$ cat src/rtl/serial_sort4.sv
// Four-word serial sorter: loads four words, sorts them in place with a
// five-step compare-exchange network on one comparator, then streams them out.
//
// state | meaning
// LOAD  | accepting words into slots 0..3 in arrival order
// SORT  | one compare-exchange per cycle, steps 0..4
// SEND  | presenting slot[index] until all four are handed off
module serial_sort4 #(
  parameter int W          = 4,
  parameter bit DESCENDING = 1'b1
) (
  input  logic         clk,
  input  logic         rst,
  input  logic [W-1:0] in_data,
  input  logic         in_valid,
  output logic         in_ready,
  output logic [W-1:0] out_data,
  output logic         out_valid,
  input  logic         out_ready,
  output logic         busy
);

  typedef enum logic [1:0] {
    LOAD = 2'd0,
    SORT = 2'd1,
    SEND = 2'd2
  } state_t;

  state_t       state_q, state_d;
  logic [1:0]   k_q, k_d;
  logic [2:0]   step_q, step_d;
  logic [1:0]   idx_q, idx_d;
  logic [W-1:0] slot_q [4];
  logic [W-1:0] slot_d [4];

  logic [1:0]   cmp_i, cmp_j;
  logic [W-1:0] cmp_a, cmp_b;
  logic         do_swap;

  // Network order (0,2),(1,3),(0,1),(2,3),(1,2) fully sorts four keys.
  always_comb begin
    cmp_i = 2'd1;
    cmp_j = 2'd2;
    case (step_q)
      3'd0: begin cmp_i = 2'd0; cmp_j = 2'd2; end
      3'd1: begin cmp_i = 2'd1; cmp_j = 2'd3; end
      3'd2: begin cmp_i = 2'd0; cmp_j = 2'd1; end
      3'd3: begin cmp_i = 2'd2; cmp_j = 2'd3; end
      default: begin cmp_i = 2'd1; cmp_j = 2'd2; end
    endcase
  end

  assign cmp_a   = slot_q[cmp_i];
  assign cmp_b   = slot_q[cmp_j];
  assign do_swap = DESCENDING ? (cmp_a < cmp_b) : (cmp_a > cmp_b);

  always_comb begin
    state_d = state_q;
    k_d     = k_q;
    step_d  = step_q;
    idx_d   = idx_q;
    for (int i = 0; i < 4; i++) slot_d[i] = slot_q[i];

    case (state_q)
      LOAD: begin
        if (in_valid) begin
          slot_d[k_q] = in_data;
          k_d         = k_q + 2'd1;
          if (k_q == 2'd3) begin
            state_d = SORT;
            step_d  = 3'd0;
          end
        end
      end
      SORT: begin
        if (do_swap) begin
          slot_d[cmp_i] = cmp_b;
          slot_d[cmp_j] = cmp_a;
        end
        if (step_q == 3'd4) begin
          state_d = SEND;
          idx_d   = 2'd0;
        end else begin
          step_d = step_q + 3'd1;
        end
      end
      SEND: begin
        if (out_ready) begin
          idx_d = idx_q + 2'd1;
          if (idx_q == 2'd3) begin
            state_d = LOAD;
            k_d     = 2'd0;
          end
        end
      end
      default: begin
        state_d = LOAD;
        k_d     = 2'd0;
      end
    endcase
  end

  always_ff @(posedge clk) begin
    if (rst) begin
      state_q <= LOAD;
      k_q     <= 2'd0;
      step_q  <= 3'd0;
      idx_q   <= 2'd0;
      for (int i = 0; i < 4; i++) slot_q[i] <= '0;
    end else begin
      state_q <= state_d;
      k_q     <= k_d;
      step_q  <= step_d;
      idx_q   <= idx_d;
      for (int i = 0; i < 4; i++) slot_q[i] <= slot_d[i];
    end
  end

  // in_ready is the only output allowed to see rst directly.
  assign in_ready  = (state_q == LOAD) && !rst;
  assign out_valid = (state_q == SEND);
  assign out_data  = (state_q == SEND) ? slot_q[idx_q] : '0;
  assign busy      = (state_q != LOAD);

endmodule

$ cat config.mk
export PLATFORM = sky130hd
export DESIGN_NAME = serial_sort4
export DESIGN_NICKNAME = d
export VERILOG_FILES = /design/src/rtl/serial_sort4.sv
export SDC_FILE = /design/constraint.sdc
export NUM_CORES = 1
export LEC_CHECK = 0
export CORE_AREA = 3 3 69 71
export DETAILED_ROUTE_END_ITERATION = 16
export DIE_AREA = 0 0 72 74
export GPL_ROUTABILITY_DRIVEN = 0
export PLACE_DENSITY = 0.76
export SLEW_MARGIN = 20
export SYNTH_ARGS = -nofsm -noshare
export SYNTH_HDL_FRONTEND = slang
export SYNTH_SLANG_ARGS = --single-unit
$ cat constraint.sdc
create_clock -name clk -period 3.8 [get_ports clk]
set_input_delay 0.76 -clock clk [delete_from_list [all_inputs] [get_ports clk]]
set_output_delay 0.76 -clock clk [all_outputs]
set_load 0.01 [all_outputs]
==> report_table.html <==
<table>
<tr><th>Metric</th><th>Value</th></tr>
<tr><th colspan="2">STA</th></tr>
<tr><td>Worst Setup Slack, final</td><td>389 ps</td></tr>
<tr><td>Slew @ Worst Pin</td><td>756 ps</td></tr>
<tr><td>Setup Total Neg Slack</td><td>0 ps</td></tr>
<tr><td>Number of failing hold endpoints at the final stage</td><td>0</td></tr>
<tr><td>Tmin final</td><td>3410 ps</td></tr>
<tr><td>Final setup skew</td><td>14.2 ps</td></tr>
<tr><td>Upper clock frequency limit</td><td>293 MHz</td></tr>
<tr><td>Unrepaired setup endpoints after global routing</td><td>no</td></tr>
<tr><td>Number of slew-limit violations in the final report</td><td>0</td></tr>
<tr><td>Share of the clock period used by the worst path after layout</td><td>0.898</td></tr>
<tr><td>Slew headroom</td><td>0.496</td></tr>
<tr><td>Count of final setup violators</td><td>0</td></tr>
<tr><th colspan="2">Global routing</th></tr>
<tr><td>Total overflow reported by the global router</td><td>0</td></tr>
<tr><td>Number of antenna violations at the first check in global routing</td><td>0</td></tr>
<tr><td>Maximum number of pins on one net before global-route repair</td><td>26</td></tr>
<tr><td>Number of global-route vias before repair</td><td>1,875</td></tr>
<tr><td>Global-route wire length before repair</td><td>9850 um</td></tr>
<tr><td>Total global routing track utilization</td><td>0.237</td></tr>
<tr><th colspan="2">Setup path</th></tr>
<tr><td>Worst Path Class, Setup</td><td>register to register</td></tr>
<tr><td>Peak fanout along the critical path</td><td>12</td></tr>
<tr><td>Worst reg2reg path depth</td><td>14</td></tr>
<tr><td>Cell with the biggest individual delay on the critical path</td><td>sky130_fd_sc_hd__dfxtp_1</td></tr>
<tr><td>Buffers plus inverters on the worst setup path</td><td>3</td></tr>
<tr><td>Data arrival, critical path</td><td>3610 ps</td></tr>
<tr><td>Worst Path Required</td><td>4000 ps</td></tr>
<tr><td>Register-to-register path setup slack</td><td>390 ps</td></tr>
<tr><td>Crit path launch type</td><td>register</td></tr>
<tr><td>Critical path depth in cells</td><td>14</td></tr>
<tr><td>Endpoint type of the worst setup path</td><td>register</td></tr>
<tr><td>Worst-path cell chain</td><td>inv_1 -&gt; ha_1 -&gt; nor2_2 -&gt; buf_4 -&gt; mux2i_1 -&gt; mux2i_1 -&gt; ha_1 -&gt; a21o_1 -&gt; a21oi_1 -&gt; o21ai_1 -&gt; a31oi_2 -&gt; buf_4 -&gt; a21oi_1 -&gt; a311oi_1</td></tr>
<tr><td>Crit-path max cell delay</td><td>490 ps</td></tr>
<tr><td>Top Family by Delay on Critical Path</td><td>compound AO/OA/AOI/OAI gates</td></tr>
<tr><th colspan="2">Clocking</th></tr>
<tr><td>Clock buffer count from CTS</td><td>3</td></tr>
<tr><td>Clock-pin transition on the worst setup and hold timing paths</td><td>100 ps</td></tr>
<tr><td>Clock tree root driver cell</td><td>sky130_fd_sc_hd__clkbuf_8</td></tr>
<tr><td>Clock tree from TritonCTS</td><td>built</td></tr>
<tr><td>Clock latency on the worst-skew pair</td><td>290 ps</td></tr>
<tr><td>H-tree level count</td><td>1</td></tr>
<tr><td>Sink Count</td><td>27</td></tr>
<tr><td>Largest buffer count on any clock path</td><td>2</td></tr>
<tr><th colspan="2">Logic synthesis</th></tr>
<tr><td>Area share of fa/ha/maj cells after synthesis</td><td>0.0846</td></tr>
<tr><td>Synthesis warning total</td><td>0</td></tr>
<tr><td>Post-synth design cell area</td><td>0.00207 mm^2</td></tr>
<tr><td>Compound-cell area share of the yosys netlist</td><td>0.281</td></tr>
<tr><td>Mux contribution to synthesized area</td><td>0.123</td></tr>
<tr><td>Seq cells post-synth</td><td>27</td></tr>
<tr><td>Share of synthesized registers carrying an async set or reset</td><td>0</td></tr>
<tr><td>Synthesized area per cell</td><td>8.34 um^2</td></tr>
<tr><td>Sequential share of the synthesized area</td><td>0.261</td></tr>
<tr><td>Gate count after technology mapping</td><td>248</td></tr>
<tr><td>Fraction of synthesized cell area in xor and xnor cells</td><td>0</td></tr>
<tr><td>Number of flops mapped to enable cells by yosys</td><td>0</td></tr>
<tr><td>Largest family of logic cells by synthesized area</td><td>compound AO/OA/AOI/OAI gates</td></tr>
<tr><td>Simple-gate area share of the yosys netlist</td><td>0.198</td></tr>
<tr><td>Post-synth cell types</td><td>47</td></tr>
<tr><td>Syn nets</td><td>270</td></tr>
<tr><td>Top FF cell, synth</td><td>sky130_fd_sc_hd__dfxtp_1</td></tr>
<tr><th colspan="2">Route</th></tr>
<tr><td>Avg Vias per Cell</td><td>6.56</td></tr>
<tr><td>Total wirelength of the detailed-routed design</td><td>5870 um</td></tr>
<tr><td>DRC marker count from the first detailed-route iteration</td><td>268</td></tr>
<tr><td>Top metal layer carrying routed signals</td><td>met4</td></tr>
<tr><td>Post-route antenna net violation count</td><td>0</td></tr>
<tr><td>Count of unresolved DRC violations after routing</td><td>0</td></tr>
<tr><td>Detail Route met2 WL</td><td>2620 um</td></tr>
<tr><td>M1 WL</td><td>2420 um</td></tr>
<tr><td>Wire per inst</td><td>18.9 um</td></tr>
<tr><td>DRT Pass-1 Iters</td><td>5</td></tr>
<tr><td>Via count</td><td>2,034</td></tr>
<tr><td>Met3 layer wire length in the routed design</td><td>609 um</td></tr>
<tr><th colspan="2">Floorplanning</th></tr>
<tr><td>Number of core rows</td><td>24</td></tr>
<tr><td>Die W</td><td>72 um</td></tr>
<tr><td>Area of the core</td><td>0.00429 mm^2</td></tr>
<tr><td>Height of the chip</td><td>74 um</td></tr>
<tr><td>IO Count</td><td>15</td></tr>
<tr><td>Area of the die</td><td>0.00533 mm^2</td></tr>
<tr><td>Initial core utilization</td><td>0.482</td></tr>
<tr><th colspan="2">Place</th></tr>
<tr><td>HPWL after detailed placement</td><td>4350 um</td></tr>
<tr><td>IO buf count</td><td>14</td></tr>
<tr><td>Instance area at placement</td><td>0.00225 mm^2</td></tr>
<tr><td>Place WS</td><td>303 ps</td></tr>
<tr><th colspan="2">Status</th></tr>
<tr><td>Status</td><td>finished clean</td></tr>
<tr><th colspan="2">Finish</th></tr>
<tr><td>Final instance area</td><td>0.00230 mm^2</td></tr>
<tr><td>Leading cell type in the layout, fill and taps excluded</td><td>sky130_fd_sc_hd__a21oi_1</td></tr>
<tr><td>Relative area change from synthesis to final layout</td><td>11.3%</td></tr>
<tr><td>Number of inserted diodes</td><td>0</td></tr>
<tr><td>Most used cells in the layout excluding fill and tap cells</td><td>sky130_fd_sc_hd__a21oi_1 (32), sky130_fd_sc_hd__dfxtp_1 (27), sky130_fd_sc_hd__nor2_1 (17)</td></tr>
<tr><td>Fraction of final layout cells with drive strength greater than 1</td><td>0.109</td></tr>
<tr><td>Nets@finish</td><td>281</td></tr>
<tr><th colspan="2">Power and ir drop</th></tr>
<tr><td>Power Dens Cells</td><td>271 mW/mm^2</td></tr>
<tr><td>Worst ir drop on vdd</td><td>201 uV</td></tr>
<tr><td>Total power</td><td>624 uW</td></tr>
<tr><td>Leakage power total</td><td>0.775 nW</td></tr>
<tr><th colspan="2">Flow run</th></tr>
<tr><td># Max-Cap Violations</td><td>0</td></tr>
<tr><th colspan="2">Worst hold path</th></tr>
<tr><td>Type of the worst min-delay path</td><td>register to register</td></tr>
<tr><td>Cell depth of the worst hold path</td><td>2</td></tr>
</table>
tightest hold or removal path, stage by stage (launching register included):
cell and delay (ps):
sky130_fd_sc_hd__dfxtp_1 340, sky130_fd_sc_hd__o21ai_0 80, sky130_fd_sc_hd__a21oi_1 60
per-stage QoR:
step | util | hold slack, ps | cells
after global routing | 0.536 | 565 | 310
after detailed placement | 0.524 | 511 | 306
after floorplan | - | 483 | 248
after global placement | 0.524 | 504 | 306
after CTS | 0.535 | 525 | 310
final | 0.536 | 522 | 310
synth_stat cells, types with 2 or more instances:
master / count / share of area
sky130_fd_sc_hd__or2_2: 3 / 0.0091
sky130_fd_sc_hd__a21oi_1: 32 / 0.077
sky130_fd_sc_hd__a222oi_1: 3 / 0.015
sky130_fd_sc_hd__clkbuf_1: 9 / 0.016
sky130_fd_sc_hd__a311oi_1: 6 / 0.025
sky130_fd_sc_hd__o21ai_0: 11 / 0.027
sky130_fd_sc_hd__nor2_1: 17 / 0.031
sky130_fd_sc_hd__and2_1: 6 / 0.018
sky130_fd_sc_hd__buf_2: 3 / 0.0073
sky130_fd_sc_hd__ha_1: 14 / 0.085
sky130_fd_sc_hd__mux4_2: 5 / 0.054
sky130_fd_sc_hd__nor3_1: 9 / 0.022
sky130_fd_sc_hd__mux2i_1: 13 / 0.063
sky130_fd_sc_hd__nand2_1: 16 / 0.029
sky130_fd_sc_hd__a211oi_1: 7 / 0.025
sky130_fd_sc_hd__nand2b_1: 4 / 0.012
sky130_fd_sc_hd__nor4b_1: 2 / 0.0085
sky130_fd_sc_hd__and3_1: 3 / 0.0091
sky130_fd_sc_hd__o221ai_1: 3 / 0.013
sky130_fd_sc_hd__a31oi_1: 4 / 0.012
sky130_fd_sc_hd__or3_1: 2 / 0.0060
sky130_fd_sc_hd__dfxtp_1: 27 / 0.26
sky130_fd_sc_hd__nor2b_1: 5 / 0.015
sky130_fd_sc_hd__a32oi_1: 8 / 0.034
sky130_fd_sc_hd__nand3_1: 4 / 0.0097
sky130_fd_sc_hd__inv_1: 11 / 0.020
final timing paths:
path	startpoint	endpoint
setup reg to reg	step_q[2]	slot_q[2][2]
setup / recovery	step_q[2]	slot_q[2][2]
hold / removal	step_q[0]	step_q[0]
hold reg to reg	step_q[0]	step_q[0]
layer usage:
layer / up-vias / global-route usage
met5: - / 0
met4: 0 / 0.0877
met3: 20 / 0.0446
met2: 123 / 0.370
met1: 936 / 0.327
li1: 955 / -
where the power goes:
group / leakage, nW / internal (mW) / switching, mW
Sequential: 0.219 / 0.295 / 0.0154
Combinational: 0.534 / 0.0603 / 0.0807
Clock: 0.0228 / 0.0755 / 0.0971
Total: 0.775 / 0.431 / 0.193
repair_timing:
item / 4_1_cts / 5_1_grt
endpoints found under the setup margin: 0 / 3
hold buffers: 0 / 0
gates resized for setup: 0 / 2
buffers inserted: 0 / 0
flip-flops by register name, summed over array words and instances (netlist names), named ones only:
signal and flops:
slot_q 16, step_q 3, idx_q 2, k_q 2
state_q 2
final cells by class:
class	count	area, um^2
Multi-Input combinational cell	196	1430
Fill cell	410	1990
Timing Repair Buffer	20	185
Sequential cell	27	541
Inverter	11	41.3
Tap cell	52	65.1
Clock buffer	4	45.0
cells by family (layout without fill, tap and decap cells):
| family | Yosys count | in the layout |
|---|---|---|
| AO/OA/AOI/OAI | 85 | 85 |
| AND/OR/NAND/NOR | 78 | 78 |
| multiplexers | 19 | 19 |
| flip-flops | 27 | 27 |
| buffers and inverters | 25 | 35 |
| adder cells (fa/ha/maj) | 14 | 14 |
Power figures use the tool's default switching activity.
